$ cat src/rtl/conv_sequencer_if.sv
// rtl/conv_sequencer_if.sv - control/bank bus between the register block and conv_sequencer
interface conv_sequencer_if #(
  parameter int ADDR_W  = 10,
  parameter int N_BANKS = 3
);
  logic               i_load;
  logic               i_run;
  logic               i_valid;
  logic [ADDR_W-1:0]  i_imgLength;
  logic [N_BANKS-1:0] o_we;
  logic [ADDR_W-1:0]  o_waddr;
  logic               o_re;
  logic [ADDR_W-1:0]  o_raddr;
  logic [1:0]         o_oldest;
  logic               o_conv_valid;
  logic               o_EOP;
  logic [31:0]        o_cycles;

  modport master (
    output i_load, i_run, i_valid, i_imgLength,
    input  o_we, o_waddr, o_re, o_raddr, o_oldest, o_conv_valid, o_EOP, o_cycles
  );

  modport slave (
    input  i_load, i_run, i_valid, i_imgLength,
    output o_we, o_waddr, o_re, o_raddr, o_oldest, o_conv_valid, o_EOP, o_cycles
  );
endinterface

$ cat src/rtl/conv_sequencer.sv
// rtl/conv_sequencer.sv - load/run sequencer for the three column banks of the 3x3 convolver
// Optional run-cycle counter on o_cycles enabled by CONV_SEQ_CYCLE_COUNT_EN.
module conv_sequencer #(
  parameter int ADDR_W  = 10,
  parameter int N_BANKS = 3
) (
  input logic             i_CLK,
  input logic             i_rst,
  conv_sequencer_if.slave bus
);

  typedef enum logic [2:0] {IDLE, LOAD, RUN, DRAIN, DONE} state_t;

  state_t state, state_d;

  logic [ADDR_W-1:0]  wr_cnt, wr_cnt_d;
  logic [ADDR_W-1:0]  rd_cnt, rd_cnt_d;
  logic [1:0]         wr_bank, wr_bank_d;
  logic [1:0]         cols, cols_d;
  logic [1:0]         drain_cnt, drain_cnt_d;
  logic [ADDR_W-1:0]  len_q, len_d;
  logic [N_BANKS-1:0] we_q, we_d;
  logic [ADDR_W-1:0]  waddr_q, waddr_d;
  logic               re_q, re_d;
  logic [ADDR_W-1:0]  raddr_q, raddr_d;
  logic [1:0]         oldest_q;
  logic               cv_pipe, cv_q;
  logic               eop_q, eop_d;
  logic               run_entry;
  logic               write;

  always_ff @(posedge i_CLK) begin
    if (i_rst) state <= IDLE;
    else       state <= state_d;
  end

  always_comb begin
    state_d     = state;
    wr_cnt_d    = wr_cnt;
    rd_cnt_d    = rd_cnt;
    wr_bank_d   = wr_bank;
    cols_d      = cols;
    drain_cnt_d = drain_cnt;
    len_d       = len_q;
    we_d        = '0;
    waddr_d     = waddr_q;
    re_d        = 1'b0;
    raddr_d     = '0;
    run_entry   = 1'b0;
    write       = 1'b0;

    case (state)
      IDLE: begin
        if (bus.i_load) begin
          state_d = LOAD;
          len_d   = bus.i_imgLength;
        end else if (bus.i_run) begin
          if (cols == 2'd3) run_entry = 1'b1;
          else              state_d   = DONE;
        end
      end
      LOAD: begin
        write = bus.i_valid && (len_q >= ADDR_W'(3));
        if (write) begin
          we_d    = N_BANKS'(1) << wr_bank;
          waddr_d = wr_cnt;
          if (wr_cnt == len_q - ADDR_W'(1)) begin
            wr_cnt_d  = '0;
            wr_bank_d = (wr_bank == 2'(N_BANKS - 1)) ? 2'd0 : wr_bank + 2'd1;
            cols_d    = (cols == 2'd3) ? 2'd3 : cols + 2'd1;
          end else begin
            wr_cnt_d = wr_cnt + ADDR_W'(1);
          end
        end
        // A pixel arriving together with i_run is written before the phase change.
        if (bus.i_run) begin
          if (cols == 2'd3) run_entry = 1'b1;
          else              state_d   = DONE;
        end else if (!bus.i_load) begin
          state_d  = IDLE;
          wr_cnt_d = '0;
        end
      end
      RUN: begin
        if (len_q < ADDR_W'(3)) begin
          state_d     = DRAIN;
          rd_cnt_d    = '0;
          drain_cnt_d = 2'd0;
        end else begin
          re_d    = 1'b1;
          raddr_d = rd_cnt;
          if (rd_cnt == len_q - ADDR_W'(1)) begin
            state_d     = DRAIN;
            rd_cnt_d    = '0;
            drain_cnt_d = 2'd0;
          end else begin
            rd_cnt_d = rd_cnt + ADDR_W'(1);
          end
        end
      end
      DRAIN: begin
        if (drain_cnt == 2'd2) state_d     = DONE;
        else                   drain_cnt_d = drain_cnt + 2'd1;
      end
      DONE: begin
        wr_cnt_d = '0;
        if (!bus.i_run) state_d = IDLE;
      end
      default: state_d = IDLE;
    endcase

    // Address 0 is issued on the entry edge so the first read lands one cycle after i_run.
    if (run_entry) begin
      state_d = RUN;
      len_d   = bus.i_imgLength;
      if (bus.i_imgLength >= ADDR_W'(3)) begin
        re_d     = 1'b1;
        raddr_d  = '0;
        rd_cnt_d = ADDR_W'(1);
      end else begin
        rd_cnt_d = '0;
      end
    end

    eop_d = (state_d == DONE);
  end

  always_ff @(posedge i_CLK) begin
    if (i_rst) begin
      wr_cnt    <= '0;
      rd_cnt    <= '0;
      wr_bank   <= 2'd0;
      cols      <= 2'd0;
      drain_cnt <= 2'd0;
      len_q     <= '0;
      we_q      <= '0;
      waddr_q   <= '0;
      re_q      <= 1'b0;
      raddr_q   <= '0;
      oldest_q  <= 2'd0;
      cv_pipe   <= 1'b0;
      cv_q      <= 1'b0;
      eop_q     <= 1'b0;
    end else begin
      wr_cnt    <= wr_cnt_d;
      rd_cnt    <= rd_cnt_d;
      wr_bank   <= wr_bank_d;
      cols      <= cols_d;
      drain_cnt <= drain_cnt_d;
      len_q     <= len_d;
      we_q      <= we_d;
      waddr_q   <= waddr_d;
      re_q      <= re_d;
      raddr_q   <= raddr_d;
      oldest_q  <= (cols_d == 2'd3) ? wr_bank_d : 2'd0;
      // The first two rows of a column only prime the 3x3 window.
      cv_pipe   <= re_q && (raddr_q >= ADDR_W'(2));
      cv_q      <= cv_pipe;
      eop_q     <= eop_d;
    end
  end

`ifdef CONV_SEQ_CYCLE_COUNT_EN
  logic [31:0] cycles_q;

  always_ff @(posedge i_CLK) begin
    if (i_rst)
      cycles_q <= '0;
    else if (run_entry)
      cycles_q <= '0;
    else if ((state == RUN || state == DRAIN) && cycles_q != 32'hFFFF_FFFF)
      cycles_q <= cycles_q + 32'd1;
  end

  assign bus.o_cycles = cycles_q;
`else
  assign bus.o_cycles = '0;
`endif

  assign bus.o_we         = we_q;
  assign bus.o_waddr      = waddr_q;
  assign bus.o_re         = re_q;
  assign bus.o_raddr      = raddr_q;
  assign bus.o_oldest     = oldest_q;
  assign bus.o_conv_valid = cv_q;
  assign bus.o_EOP        = eop_q;

endmodule

$ cat src/flat_wrapper.sv
// flat-port wrapper written by rule: the top's interface ports become plain ports
module conv_sequencer_flat 
#(
  parameter int ADDR_W  = 10,
  parameter int N_BANKS = 3
)
  (i_CLK, i_rst, bus_i_load, bus_i_run, bus_i_valid, bus_i_imgLength, bus_o_we, bus_o_waddr, bus_o_re, bus_o_raddr, bus_o_oldest, bus_o_conv_valid, bus_o_EOP, bus_o_cycles);
  conv_sequencer_if #(.ADDR_W(ADDR_W), .N_BANKS(N_BANKS)) bus_i ();
  input logic i_CLK;
  input logic i_rst;
  input wire logic [$bits(bus_i.i_load)-1:0] bus_i_load;
  input wire logic [$bits(bus_i.i_run)-1:0] bus_i_run;
  input wire logic [$bits(bus_i.i_valid)-1:0] bus_i_valid;
  input wire logic [$bits(bus_i.i_imgLength)-1:0] bus_i_imgLength;
  output wire logic [$bits(bus_i.o_we)-1:0] bus_o_we;
  output wire logic [$bits(bus_i.o_waddr)-1:0] bus_o_waddr;
  output wire logic [$bits(bus_i.o_re)-1:0] bus_o_re;
  output wire logic [$bits(bus_i.o_raddr)-1:0] bus_o_raddr;
  output wire logic [$bits(bus_i.o_oldest)-1:0] bus_o_oldest;
  output wire logic [$bits(bus_i.o_conv_valid)-1:0] bus_o_conv_valid;
  output wire logic [$bits(bus_i.o_EOP)-1:0] bus_o_EOP;
  output wire logic [$bits(bus_i.o_cycles)-1:0] bus_o_cycles;
  assign bus_i.i_load = bus_i_load;
  assign bus_i.i_run = bus_i_run;
  assign bus_i.i_valid = bus_i_valid;
  assign bus_i.i_imgLength = bus_i_imgLength;
  assign bus_o_we = bus_i.o_we;
  assign bus_o_waddr = bus_i.o_waddr;
  assign bus_o_re = bus_i.o_re;
  assign bus_o_raddr = bus_i.o_raddr;
  assign bus_o_oldest = bus_i.o_oldest;
  assign bus_o_conv_valid = bus_i.o_conv_valid;
  assign bus_o_EOP = bus_i.o_EOP;
  assign bus_o_cycles = bus_i.o_cycles;
  conv_sequencer #(.ADDR_W(ADDR_W), .N_BANKS(N_BANKS)) u_core (.i_CLK(i_CLK), .i_rst(i_rst), .bus(bus_i));
endmodule
$ cat config.mk
export PLATFORM = sky130hd
export DESIGN_NAME = conv_sequencer_flat
export DESIGN_NICKNAME = d
export VERILOG_FILES = /design/src/rtl/conv_sequencer_if.sv /design/src/rtl/conv_sequencer.sv /design/src/flat_wrapper.sv
export SDC_FILE = /design/constraint.sdc
export NUM_CORES = 1
export LEC_CHECK = 0
export CAP_MARGIN = 25
export CORE_MARGIN = 5
export CORE_UTILIZATION = 55
export DETAILED_ROUTE_END_ITERATION = 12
export GPL_TIMING_DRIVEN = 0
export PLACE_DENSITY = 0.81
export SETUP_SLACK_MARGIN = 0.2
export SLEW_MARGIN = 15
export SYNTH_ARGS = -nofsm -noshare
export SYNTH_HDL_FRONTEND = slang
export SYNTH_SLANG_ARGS = --single-unit
$ cat constraint.sdc
create_clock -name i_CLK -period 7.5 [get_ports i_CLK]
set_clock_uncertainty 0.05 [all_clocks]
set_input_delay 1.5 -clock i_CLK [delete_from_list [all_inputs] [get_ports i_CLK]]
set_output_delay 1.5 -clock i_CLK [all_outputs]
set_load 0.02 [all_outputs]
==> impl_metrics.json <==
{
  "p_sw_uw": 216,
  "seqPwrFrac": 0.461,
  "cp_max_fo": 10,
  "ys.flop_type": "dfxtp_1",
  "hold_viol": 0,
  "overflow": 0,
  "syn_area_sq_um": 3580,
  "cts.sinks": 68,
  "p_sw_frac": 0.267,
  "finalPower_uw": 809,
  "crit_type": "input pin to register",
  "synth_cell_type_count": 56,
  "routed_wl_um": 7680,
  "design.die.area_sq_um": 8210,
  "maxSlewViolCount": 0,
  "slew_headroom": 0.542,
  "worst_path_max_delay_cell": "buf_1",
  "max_stage_delay_ps": 570,
  "grt_max_degree": 11,
  "synth.avg_cell_area_sq_um": 8.41,
  "yosysWarnings": 0,
  "start_util": 0.563,
  "start_kind": "input pin",
  "grt_pass1_vias": 2876,
  "die_width_um": 90.6,
  "antenna_found_initial": 0,
  "intPower_uw": 593,
  "arrival_ps": 3680,
  "whs_path_depth": 1,
  "synthMuxAreaShare": 0.0395,
  "synth_top_area_frac": 0.381,
  "ctsResizeCount": 0,
  "cts_root_buffer": "clkbuf_8",
  "grt_first_pass_wirelength_um": 13200,
  "regArea_sq_um": 1360,
  "layout.nets": 529,
  "cp-end-kind": "register",
  "clockBufferDepth": 2,
  "synth-edff-count": 0,
  "io_buffers": 42,
  "coreArea_sq_um": 6350,
  "yosysMostFrequentCell": "dfxtp_1",
  "synth_compound_area_frac": 0.119,
  "maxCapViolations": 0,
  "drtAntennaViolNets": 0,
  "post_drt_wl_per_cell_um": 13.0,
  "gp_congestion": 0.874,
  "multi_input_area_sq_um": 1980,
  "required_ps": 7670,
  "layout_setup_ws_ps": 3990,
  "fp-row-count": 29,
  "grt_usage": 0.193,
  "synthTopCellsByCount": "dfxtp_1 (68), nand2_1 (45), nor2_1 (42), buf_4 (32), a21oi_1 (27)",
  "cts_tree": "built",
  "clkLatencyLatePin_ps": 350,
  "h-tree-depth": 3,
  "setup_viol": 0,
  "area_growth_pct": 23.0,
  "ys_seq_area_frac": 0.381,
  "p_leak_uw": 0.00183,
  "dp.final_hpwl_um": 5870,
  "remaining_drc_errors": 0,
  "fmax_mhz": 285,
  "finalSetupTns_ps": 0,
  "antenna_cells": 0,
  "cts_setup_buffers": 0,
  "post-place-ws_ps": 3660,
  "ctsHoldBuffers": 0,
  "clkTransAtPathRegs_ps": 70,
  "fillers": 532,
  "vias": 3143,
  "r2r_cells": 11,
  "crit_chain": "clkdlybuf4s50_1, nand2b_1, and4_1, clkbuf_1, a31oi_1, buf_1, mux2i_1, nor2_1",
  "cts_buffers": 9,
  "period_minus_slack_ps": 3510,
  "synth_fa_ha_area_frac": 0.0175,
  "share_comb_of_total_power": 0.173,
  "first_pass_iters": 4,
  "power_frac_clock": 0.366,
  "rsz0062_at_grt": "false",
  "die_h_um": 90.6,
  "synth-xor-area-share": 0.0924,
  "yosysTopAreaCell": "dfxtp_1",
  "synth_simple_gate_area_frac": 0.251,
  "io_pins": 75,
  "tightest_slew_ps": 687,
  "status": "finished clean",
  "ys_ff_latch": 68,
  "synthTopCellsByArea": "dfxtp_1 (38%), buf_4 (6.7%), nand2_1 (4.7%)",
  "drtIter0Drc": 206,
  "peakVddDrop_uv": 146,
  "power_density_nw_per_um2": 184,
  "min_path_type": "register to register",
  "async_reset_ff_frac": 0,
  "synth_top_family_by_area": "simple AND/OR/NAND/NOR gates",
  "drive_gt1_frac": 0.115,
  "drt-vias-per-instance": 5.34,
  "syn_inst": 425,
  "fin_crit_sh": 0.468
}
[power by group through the flow]
stage | clock network [uW] | registers (uW) | logic, uW
6_report | 296 | 373 | 140
5_1_grt | 321 | 374 | 154
4_1_cts | 307 | 373 | 138
3_5_place_dp | 0 | 381 | 137
3_3_place_gp | 0 | 381 | 134
2_1_floorplan | 0 | 380 | 108
[cell families (layout without fill, tap and decap cells)]
group | count (synthesis) | after routing
DFF | 68 | 68
and+or+nand+nor | 176 | 176
AOI/OAI and AO/OA | 67 | 67
muxes | 14 | 14
adders and majority gates | 5 | 5
other | 1 | 32
xor gates and xnor gates | 33 | 33
buffers and inverters | 61 | 117
[worst paths after layout]
path,from,endpoint,slack [ps]
worst max-delay path,bus_i_load,u_core.len_q[4],3990
worst max register to register,u_core.len_q[0],u_core.rd_cnt[3],4280
worst min-delay path,u_core.cv_pipe,u_core.bus.o_conv_valid,390
worst min register to register,u_core.cv_pipe,u_core.bus.o_conv_valid,390
[metrics by stage]
| stage | cell area [sq um] | util | std cells | hold WS [ps] |
|---|---|---|---|---|
| after floorplan | 3690 | - | 456 | 364 |
| after global placement | 4210 | 0.663 | 575 | 372 |
| after detailed placement | 4210 | 0.663 | 575 | 378 |
| after CTS | 4400 | 0.693 | 589 | 400 |
| after global routing | 4400 | 0.693 | 589 | 413 |
| final | 4400 | 0.693 | 589 | 395 |
[cells in the final DEF, fill, tap and decap left out, drive strengths merged, types with 3 or more instances in the layout]
cell	Yosys	layout
clkdlybuf4s50	0	42
mux2i	13	13
nand3	23	23
a31oi	5	5
and3	9	9
or2	3	3
a211oi	3	3
buf	38	38
nand2b	4	4
xor2	14	14
nor3b	4	4
nand4	3	3
ha	5	5
o21ai	10	10
inv	9	9
nand2	46	46
nor3	10	10
clkbuf	14	26
nor2	42	42
nor4	7	7
dfxtp	68	68
and2	13	13
a21oi	28	28
xnor2	16	16
conb	1	32
xnor3	3	3
[layout make-up]
cell class	count	area share
buffer	52	0.0728
clock buffer	12	0.0353
clock inverter	2	0.00796
inverter	9	0.00768
multi-input combinational	327	0.449
sequential	68	0.309
tap	77	0.0219
timing repair buffer	42	0.0956
[state kept, by name, indices dropped and copies added (netlist names)]
register	count
u_core.bus.o_raddr	10
u_core.bus.o_conv_valid	1
u_core.cols	2
u_core.bus.o_waddr	10
u_core.len_q	10
u_core.bus.o_re	1
u_core.bus.o_EOP	1
u_core.cv_pipe	1
u_core.bus.o_oldest	2
u_core.bus.o_we	3
u_core.state	3
u_core.wr_bank	2
u_core.wr_cnt	10
u_core.rd_cnt	10
u_core.drain_cnt	2
[worst max-delay path: cells and delay by family]
| family | cells | cell delay (ps) |
|---|---|---|
| buf+inv | 3 | 1290 |
| compound gates | 1 | 270 |
| simple gates | 3 | 350 |
| mux | 1 | 280 |
[routing by layer]
metal  track usage  share of wire  vias to the layer above
met2         0.302           0.47                      100
li1              -              -                     1577
met3        0.0567          0.066                       17
met5             0              0                        -
met1         0.247           0.45                     1449
met4        0.0782          0.018                        0
No activity file was read; power rests on OpenSTA's default activity.
